<file path="config.mk">
export PLATFORM = sky130hd
export DESIGN_NAME = pu_msp430_sfr_irq_flat
export DESIGN_NICKNAME = d
export VERILOG_FILES = /design/src/rtl/pu_msp430_sfr_irq_if.sv /design/src/rtl/pu_msp430_sfr_irq.sv /design/src/flat_wrapper.sv
export SDC_FILE = /design/constraint.sdc
export NUM_CORES = 1
export LEC_CHECK = 0
export CORE_ASPECT_RATIO = 1.5
export CORE_MARGIN = 1
export CORE_UTILIZATION = 45
export DETAILED_ROUTE_END_ITERATION = 10
export GPL_TIMING_DRIVEN = 0
export PLACE_DENSITY = 0.83
export REMOVE_ABC_BUFFERS = 1
export SLEW_MARGIN = 20
export SYNTH_ARGS = -nofsm -noshare
export SYNTH_HDL_FRONTEND = slang
export SYNTH_SLANG_ARGS = --single-unit
</file>
<file path="constraint.sdc">
create_clock -name mclk -period 6.4 [get_ports mclk]
set_input_delay 1.92 -clock mclk [delete_from_list [all_inputs] [get_ports mclk]]
set_output_delay 1.92 -clock mclk [all_outputs]
set_load 0.02 [all_outputs]
</file>
<file path="src/rtl/pu_msp430_sfr_irq_if.sv">
// Peripheral bus bundle for the SFR interrupt block.
// The master drives address/data/strobes; the slave returns read data.
interface pu_msp430_sfr_irq_if;
    logic [13:0] per_addr;
    logic [15:0] per_din;
    logic        per_en;
    logic [1:0]  per_we;
    logic [15:0] per_dout;

    modport master (
        output per_addr,
        output per_din,
        output per_en,
        output per_we,
        input  per_dout
    );

    modport slave (
        input  per_addr,
        input  per_din,
        input  per_en,
        input  per_we,
        output per_dout
    );
endinterface

</file>
<file path="src/rtl/pu_msp430_sfr_irq.sv">
// NCH-channel SFR interrupt block: edge capture, IE/IFG/IES registers,
// fixed-priority vector and MSP430-style IV register with clear-on-read.
module pu_msp430_sfr_irq #(
    parameter logic [14:0] BASE_ADDR   = 15'h0000,
    parameter int          DEC_WD      = 4,
    parameter int          NCH         = 8,
    parameter int          SYNC_EN     = 1,
    parameter logic [15:0] AUTO_IE_CLR = 16'h0000
) (
    input  logic                      mclk,
    input  logic                      puc_rst,
    pu_msp430_sfr_irq_if.slave        bus,
    input  logic [NCH-1:0]            irq_src,
    input  logic                      irq_acc,
    output logic                      irq_pnd,
    output logic [3:0]                irq_vec
);

    localparam int OW = DEC_WD - 1;
    localparam logic [OW-1:0] OFF_IE  = OW'(0);
    localparam logic [OW-1:0] OFF_IFG = OW'(1);
    localparam logic [OW-1:0] OFF_IES = OW'(2);
    localparam logic [OW-1:0] OFF_IV  = OW'(3);

    logic           w_sel;
    logic           w_rd;
    logic           w_wr;
    logic [OW-1:0]  w_off;
    logic [15:0]    w_bmask;
    logic [NCH-1:0] w_wmask;
    logic [NCH-1:0] w_wdat;
    logic           w_wr_ie;
    logic           w_wr_ifg;
    logic           w_wr_ies;
    logic           w_rd_iv;
    logic           w_unused;

    assign w_sel    = bus.per_en &
                      (bus.per_addr[13:OW] == BASE_ADDR[14:DEC_WD]);
    assign w_off    = bus.per_addr[OW-1:0];
    assign w_rd     = w_sel & (bus.per_we == 2'b00);
    assign w_wr     = w_sel & (bus.per_we != 2'b00);
    assign w_bmask  = {{8{bus.per_we[1]}}, {8{bus.per_we[0]}}};
    assign w_wmask  = w_bmask[NCH-1:0];
    assign w_wdat   = bus.per_din[NCH-1:0];
    assign w_wr_ie  = w_wr & (w_off == OFF_IE);
    assign w_wr_ifg = w_wr & (w_off == OFF_IFG);
    assign w_wr_ies = w_wr & (w_off == OFF_IES);
    assign w_rd_iv  = w_rd & (w_off == OFF_IV);
    assign w_unused = ^{bus.per_din, w_bmask};

    logic [NCH-1:0] r_ie;
    logic [NCH-1:0] r_ifg;
    logic [NCH-1:0] r_ies;
    logic [NCH-1:0] r_dly;
    logic [NCH-1:0] w_pol;
    logic [NCH-1:0] w_s;
    logic [NCH-1:0] w_edge;

    // Polarity is applied before the synchroniser, so an IES toggle
    // on a steady source is seen as an edge.
    assign w_pol = irq_src ^ r_ies;

    generate
        if (SYNC_EN != 0) begin : g_sync
            logic [NCH-1:0] r_s1;
            logic [NCH-1:0] r_s2;

            always_ff @(posedge mclk or posedge puc_rst) begin
                if (puc_rst) begin
                    r_s1 <= '0;
                    r_s2 <= '0;
                end else begin
                    r_s1 <= w_pol;
                    r_s2 <= r_s1;
                end
            end

            assign w_s = r_s2;
        end else begin : g_nosync
            assign w_s = w_pol;
        end
    endgenerate

    always_ff @(posedge mclk or posedge puc_rst) begin
        if (puc_rst) begin
            r_dly <= '0;
        end else begin
            r_dly <= w_s;
        end
    end

    assign w_edge = w_s & ~r_dly;

    logic [NCH-1:0] w_pend;
    logic [NCH-1:0] w_hit;
    logic [3:0]     w_vec;

    assign w_pend  = r_ie & r_ifg;
    assign irq_pnd = |w_pend;
    assign irq_vec = w_vec;

    always_comb begin
        w_vec = 4'd0;
        for (int i = NCH - 1; i >= 0; i--) begin
            if (w_pend[i]) begin
                w_vec = 4'(i);
            end
        end
    end

    always_comb begin
        w_hit = '0;
        for (int i = 0; i < NCH; i++) begin
            w_hit[i] = irq_pnd & (w_vec == 4'(i));
        end
    end

    logic [NCH-1:0] w_auto;
    logic [NCH-1:0] w_ie_nxt;
    logic [NCH-1:0] w_ifg_nxt;
    logic [NCH-1:0] w_ies_nxt;

    assign w_auto = AUTO_IE_CLR[NCH-1:0];

    // Hardware edge outranks every clear source on the same flag.
    always_comb begin
        w_ie_nxt  = r_ie;
        w_ifg_nxt = r_ifg;
        w_ies_nxt = r_ies;
        for (int i = 0; i < NCH; i++) begin
            if (irq_acc & w_hit[i] & w_auto[i]) begin
                w_ie_nxt[i] = 1'b0;
            end else if (w_wr_ie & w_wmask[i]) begin
                w_ie_nxt[i] = w_wdat[i];
            end

            if (w_edge[i]) begin
                w_ifg_nxt[i] = 1'b1;
            end else if (w_wr_ifg & w_wmask[i]) begin
                w_ifg_nxt[i] = w_wdat[i];
            end else if ((irq_acc | w_rd_iv) & w_hit[i]) begin
                w_ifg_nxt[i] = 1'b0;
            end

            if (w_wr_ies & w_wmask[i]) begin
                w_ies_nxt[i] = w_wdat[i];
            end
        end
    end

    always_ff @(posedge mclk or posedge puc_rst) begin
        if (puc_rst) begin
            r_ie  <= '0;
            r_ifg <= '0;
            r_ies <= '0;
        end else begin
            r_ie  <= w_ie_nxt;
            r_ifg <= w_ifg_nxt;
            r_ies <= w_ies_nxt;
        end
    end

    logic [15:0] w_ie16;
    logic [15:0] w_ifg16;
    logic [15:0] w_ies16;
    logic [15:0] w_iv;
    logic [15:0] w_rdata;

    always_comb begin
        w_ie16  = '0;
        w_ifg16 = '0;
        w_ies16 = '0;
        w_ie16[NCH-1:0]  = r_ie;
        w_ifg16[NCH-1:0] = r_ifg;
        w_ies16[NCH-1:0] = r_ies;
    end

    assign w_iv = irq_pnd ? 16'({w_vec, 1'b0}) + 16'd2 : 16'd0;

    always_comb begin
        w_rdata = 16'd0;
        case (w_off)
            OFF_IE:  w_rdata = w_ie16;
            OFF_IFG: w_rdata = w_ifg16;
            OFF_IES: w_rdata = w_ies16;
            OFF_IV:  w_rdata = w_iv;
            default: w_rdata = 16'd0;
        endcase
    end

    assign bus.per_dout = w_rd ? w_rdata : 16'd0;

endmodule

</file>
<file path="src/flat_wrapper.sv">
// flat-port wrapper written by rule: the top's interface ports become plain ports
module pu_msp430_sfr_irq_flat 
#(
    parameter logic [14:0] BASE_ADDR   = 15'h0000,
    parameter int          DEC_WD      = 4,
    parameter int          NCH         = 8,
    parameter int          SYNC_EN     = 1,
    parameter logic [15:0] AUTO_IE_CLR = 16'h0000
)
  (mclk, puc_rst, irq_src, irq_acc, irq_pnd, irq_vec, bus_per_addr, bus_per_din, bus_per_en, bus_per_we, bus_per_dout);
  pu_msp430_sfr_irq_if bus_i ();
  input  logic mclk;
  input  logic puc_rst;
  input  logic [NCH-1:0] irq_src;
  input  logic irq_acc;
  output logic irq_pnd;
  output logic [3:0] irq_vec;
  input wire logic [$bits(bus_i.per_addr)-1:0] bus_per_addr;
  input wire logic [$bits(bus_i.per_din)-1:0] bus_per_din;
  input wire logic [$bits(bus_i.per_en)-1:0] bus_per_en;
  input wire logic [$bits(bus_i.per_we)-1:0] bus_per_we;
  output wire logic [$bits(bus_i.per_dout)-1:0] bus_per_dout;
  assign bus_i.per_addr = bus_per_addr;
  assign bus_i.per_din = bus_per_din;
  assign bus_i.per_en = bus_per_en;
  assign bus_i.per_we = bus_per_we;
  assign bus_per_dout = bus_i.per_dout;
  pu_msp430_sfr_irq #(.BASE_ADDR(BASE_ADDR), .DEC_WD(DEC_WD), .NCH(NCH), .SYNC_EN(SYNC_EN), .AUTO_IE_CLR(AUTO_IE_CLR)) u_core (.mclk(mclk), .puc_rst(puc_rst), .bus(bus_i), .irq_src(irq_src), .irq_acc(irq_acc), .irq_pnd(irq_pnd), .irq_vec(irq_vec));
endmodule
</file>
==> results.tsv <==
metric	value	unit
status	complete, no violations	
clk slew on worst S/H paths	0.08	ns
pwr/cell area	198.4	nW/um2
Total Wirelength	5.013	mm
clk buf depth	2	
GRT Total Usage	20.03	%
cell taking the most area after synthesis	dfrtp_1	
Critical Path Fanout Max	13	
CP endpoint kind	output pin	
Layout Skew	0.005588	ns
register-to-register path setup slack	4.37	ns
IO Pins	65	
Max-cap violations	0	
Placer Congestion	0.8902	
WS Path Type	in2out	
Via Count	1751	
cts hold-fix bufs	0	
Fin Hold WS	0.3553	ns
die height	90.90	um
EDFF count, synth	0	
CP Launch Type	input pin	
Max-slew headroom	44.96	%
dpl cells	321	
part of the power in combinational logic	9.1	%
top-area cell type share of the netlist area	50.66	%
top_reg_cell synth	dfrtp_1	
Internal	475.8	uW
setup violators final	0	
Worst-Margin Slew	0.8212	ns
Fmax	0.1596	GHz
core area	5125	um2
Layout Cells excl Fill	329	
FP Rows	32	
CP cell instances	clkdlybuf4s50_1 > nand3b_1 > o32a_1 > nor2_1 > clkdlybuf4s50_1	
number of global-route vias before repair	1753	
Synth-to-Final Area Change	27.12	%
most used cell, CP	clkdlybuf4s50_1	
Die X	61.27	um
Root Driver	clkbuf_8	
Fillers	440	
slowest stage cell, crit path	clkdlybuf4s50_1	
PortBufs	47	
Finished Cell Area	3014	um2
IR drop worst, VDD	0.1443	mV
DRC Markers	0	
clock sink count	48	
post-synthesis cell type count	41	
multi-input logic area	1055	um2
P_leak	1.391	nW
Iter 0 DRT Violations	60	
drt pass-1 iters	4	
Post-DP HPWL	3.647	mm
leading cell types in the layout, fill and taps excluded	dfrtp_1, clkdlybuf4s50_1, nor2_1, nand2_1, a21oi_1	
flops & latches, synth	48	
min-delay worst type	reg2reg	
CTS buffer count	5	
Max Slew Vio Count	0	
Crit path max-delay family	buffers and inverters	
Mean Syn Cell Area	11.24	um2
ratio of cells with drive above 1 in the final layout	11.88	%
switching share of power	20.42	%
Post-synth ARST share	100.0	%
grt ovf	0	
commonest non-fill, non-tap cell in the layout	dfrtp_1	
sequential power share	52.4	%
Routed WL per cell	15.24	um
die area	5569	um2
post-synthesis sequential area ratio	50.66	%
initial antenna violation count	0	
Synth Instances	211	
crit path time final	6.264	ns
yosys warns	0	
Avg Vias per Cell	5.322	
# nets final	308	
ant diodes	0	
worst skew pair latency	0.29	ns
Critical Path RT	4.48	ns
Post-CTS Setup Repair Bufs	0	
Period Utilization, post-route	97.87	%
Sw Pwr	122.1	uW
Starting Density	46.26	%
CTS tree	built	
CP arrival	4.34	ns
Register Area	1201	um2
CP max stage delay	0.98	ns
pin count of the biggest net entering global routing	38	
DP Area	2885	um2
clock power share	38.5	%
Crit path buffers/inverters	2	
final hold viol count	0	
H-tree Lvls	2	
top post-synthesis cells by area	dfrtp_1, mux2_1, mux2_2, mux2i_1, nor2_1	
post-route ant nets	0	
cell area after synthesis	2371	um2
RSZ-0062 raised after global routing	false	
CTS resizes	1	
first-pass GRT wire length	8.238	mm
power consumption	597.9	uW
[synth_stat cells, types with 2 or more instances]
library cell / instances
nor2_4: 2
mux2_2: 8
a221o_1: 6
nand3_1: 2
inv_1: 15
clkbuf_1: 3
and2_1: 2
dfrtp_1: 48
nand2_1: 17
nor3_2: 2
mux2_1: 8
or2b_2: 2
a31oi_1: 3
buf_4: 10
a22oi_1: 2
xor2_1: 8
nor2_1: 21
ha_1: 4
nor4_4: 3
o21ai_1: 2
a22o_1: 2
a21oi_1: 15
mux2i_1: 8
[path summary, 6_finish.rpt]
check | start | end | cells after the start
setup / recovery | bus_per_addr[1] | bus_per_dout[2] | 5
hold / removal | u_core.g_sync.r_s1[0] | u_core.g_sync.r_s2[0] | 0
setup reg to reg | u_core.r_ie[6] | u_core.r_ifg[5] | 8
hold reg to reg | u_core.g_sync.r_s1[0] | u_core.g_sync.r_s2[0] | 0
max in group asynchronous | puc_rst | u_core.r_ie[4] | 3
min in group asynchronous | puc_rst | u_core.r_ies[7] | 2
[cells by family after synthesis]
logic type / count (synthesis) / share of synthesized area (%)
multiplexers: 24 / 10.98
AND/OR/NAND/NOR: 61 / 15.99
AO/OA/AOI/OAI: 36 / 10.92
adder cells (fa/ha/maj): 4 / 2.111
buffers and inverters: 29 / 6.226
other: 1 / 0.1582
XOR/XNOR: 8 / 2.955
flip-flops: 48 / 50.66
[layout make-up]
class / instances / area share, %
multi-input cells: 142 / 34.99
well taps: 68 / 2.823
inverters: 15 / 1.868
clock buffers: 7 / 3.196
clock inverters: 1 / 0.9963
repair buffers: 48 / 16.27
flip-flops and latches: 48 / 39.85
[metrics by stage]
stage | utilization, % | setup TNS, ns | worst slack [ns]
final | 58.81 | 0 | 0.1360
after global routing | 58.81 | 0 | 0.02607
after CTS | 58.81 | 0 | 0.1114
after detailed placement | 56.30 | -0.004195 | -0.004195
after global placement | 55.91 | -0.03959 | -0.03959
after floorplan | - | 0 | 1.262
[state kept, by name, indices dropped and copies added (netlist names)]
signal	flops
u_core.g_sync.r_s1	8
u_core.g_sync.r_s2	8
u_core.r_dly	8
u_core.r_ie	8
u_core.r_ies	8
u_core.r_ifg	8
[per-layer routing]
layer	GRT usage, %	vias to the layer above	wire length, um
met2	31.16	77	2474
met5	0	-	0
met3	3.295	11	302
met4	9.280	0	137
met1	26.57	848	2099
li1	-	815	-
[power groups by stage]
stage,logic [mW],clock network [mW],registers [mW]
floorplan,0.0205,0,0.319
global placement,0.0522,0,0.319
detailed placement,0.0546,0,0.320
CTS,0.0550,0.238,0.314
global route,0.0596,0.248,0.314
finish,0.0545,0.230,0.313
Note: power is estimated with default switching activity, not from simulation.
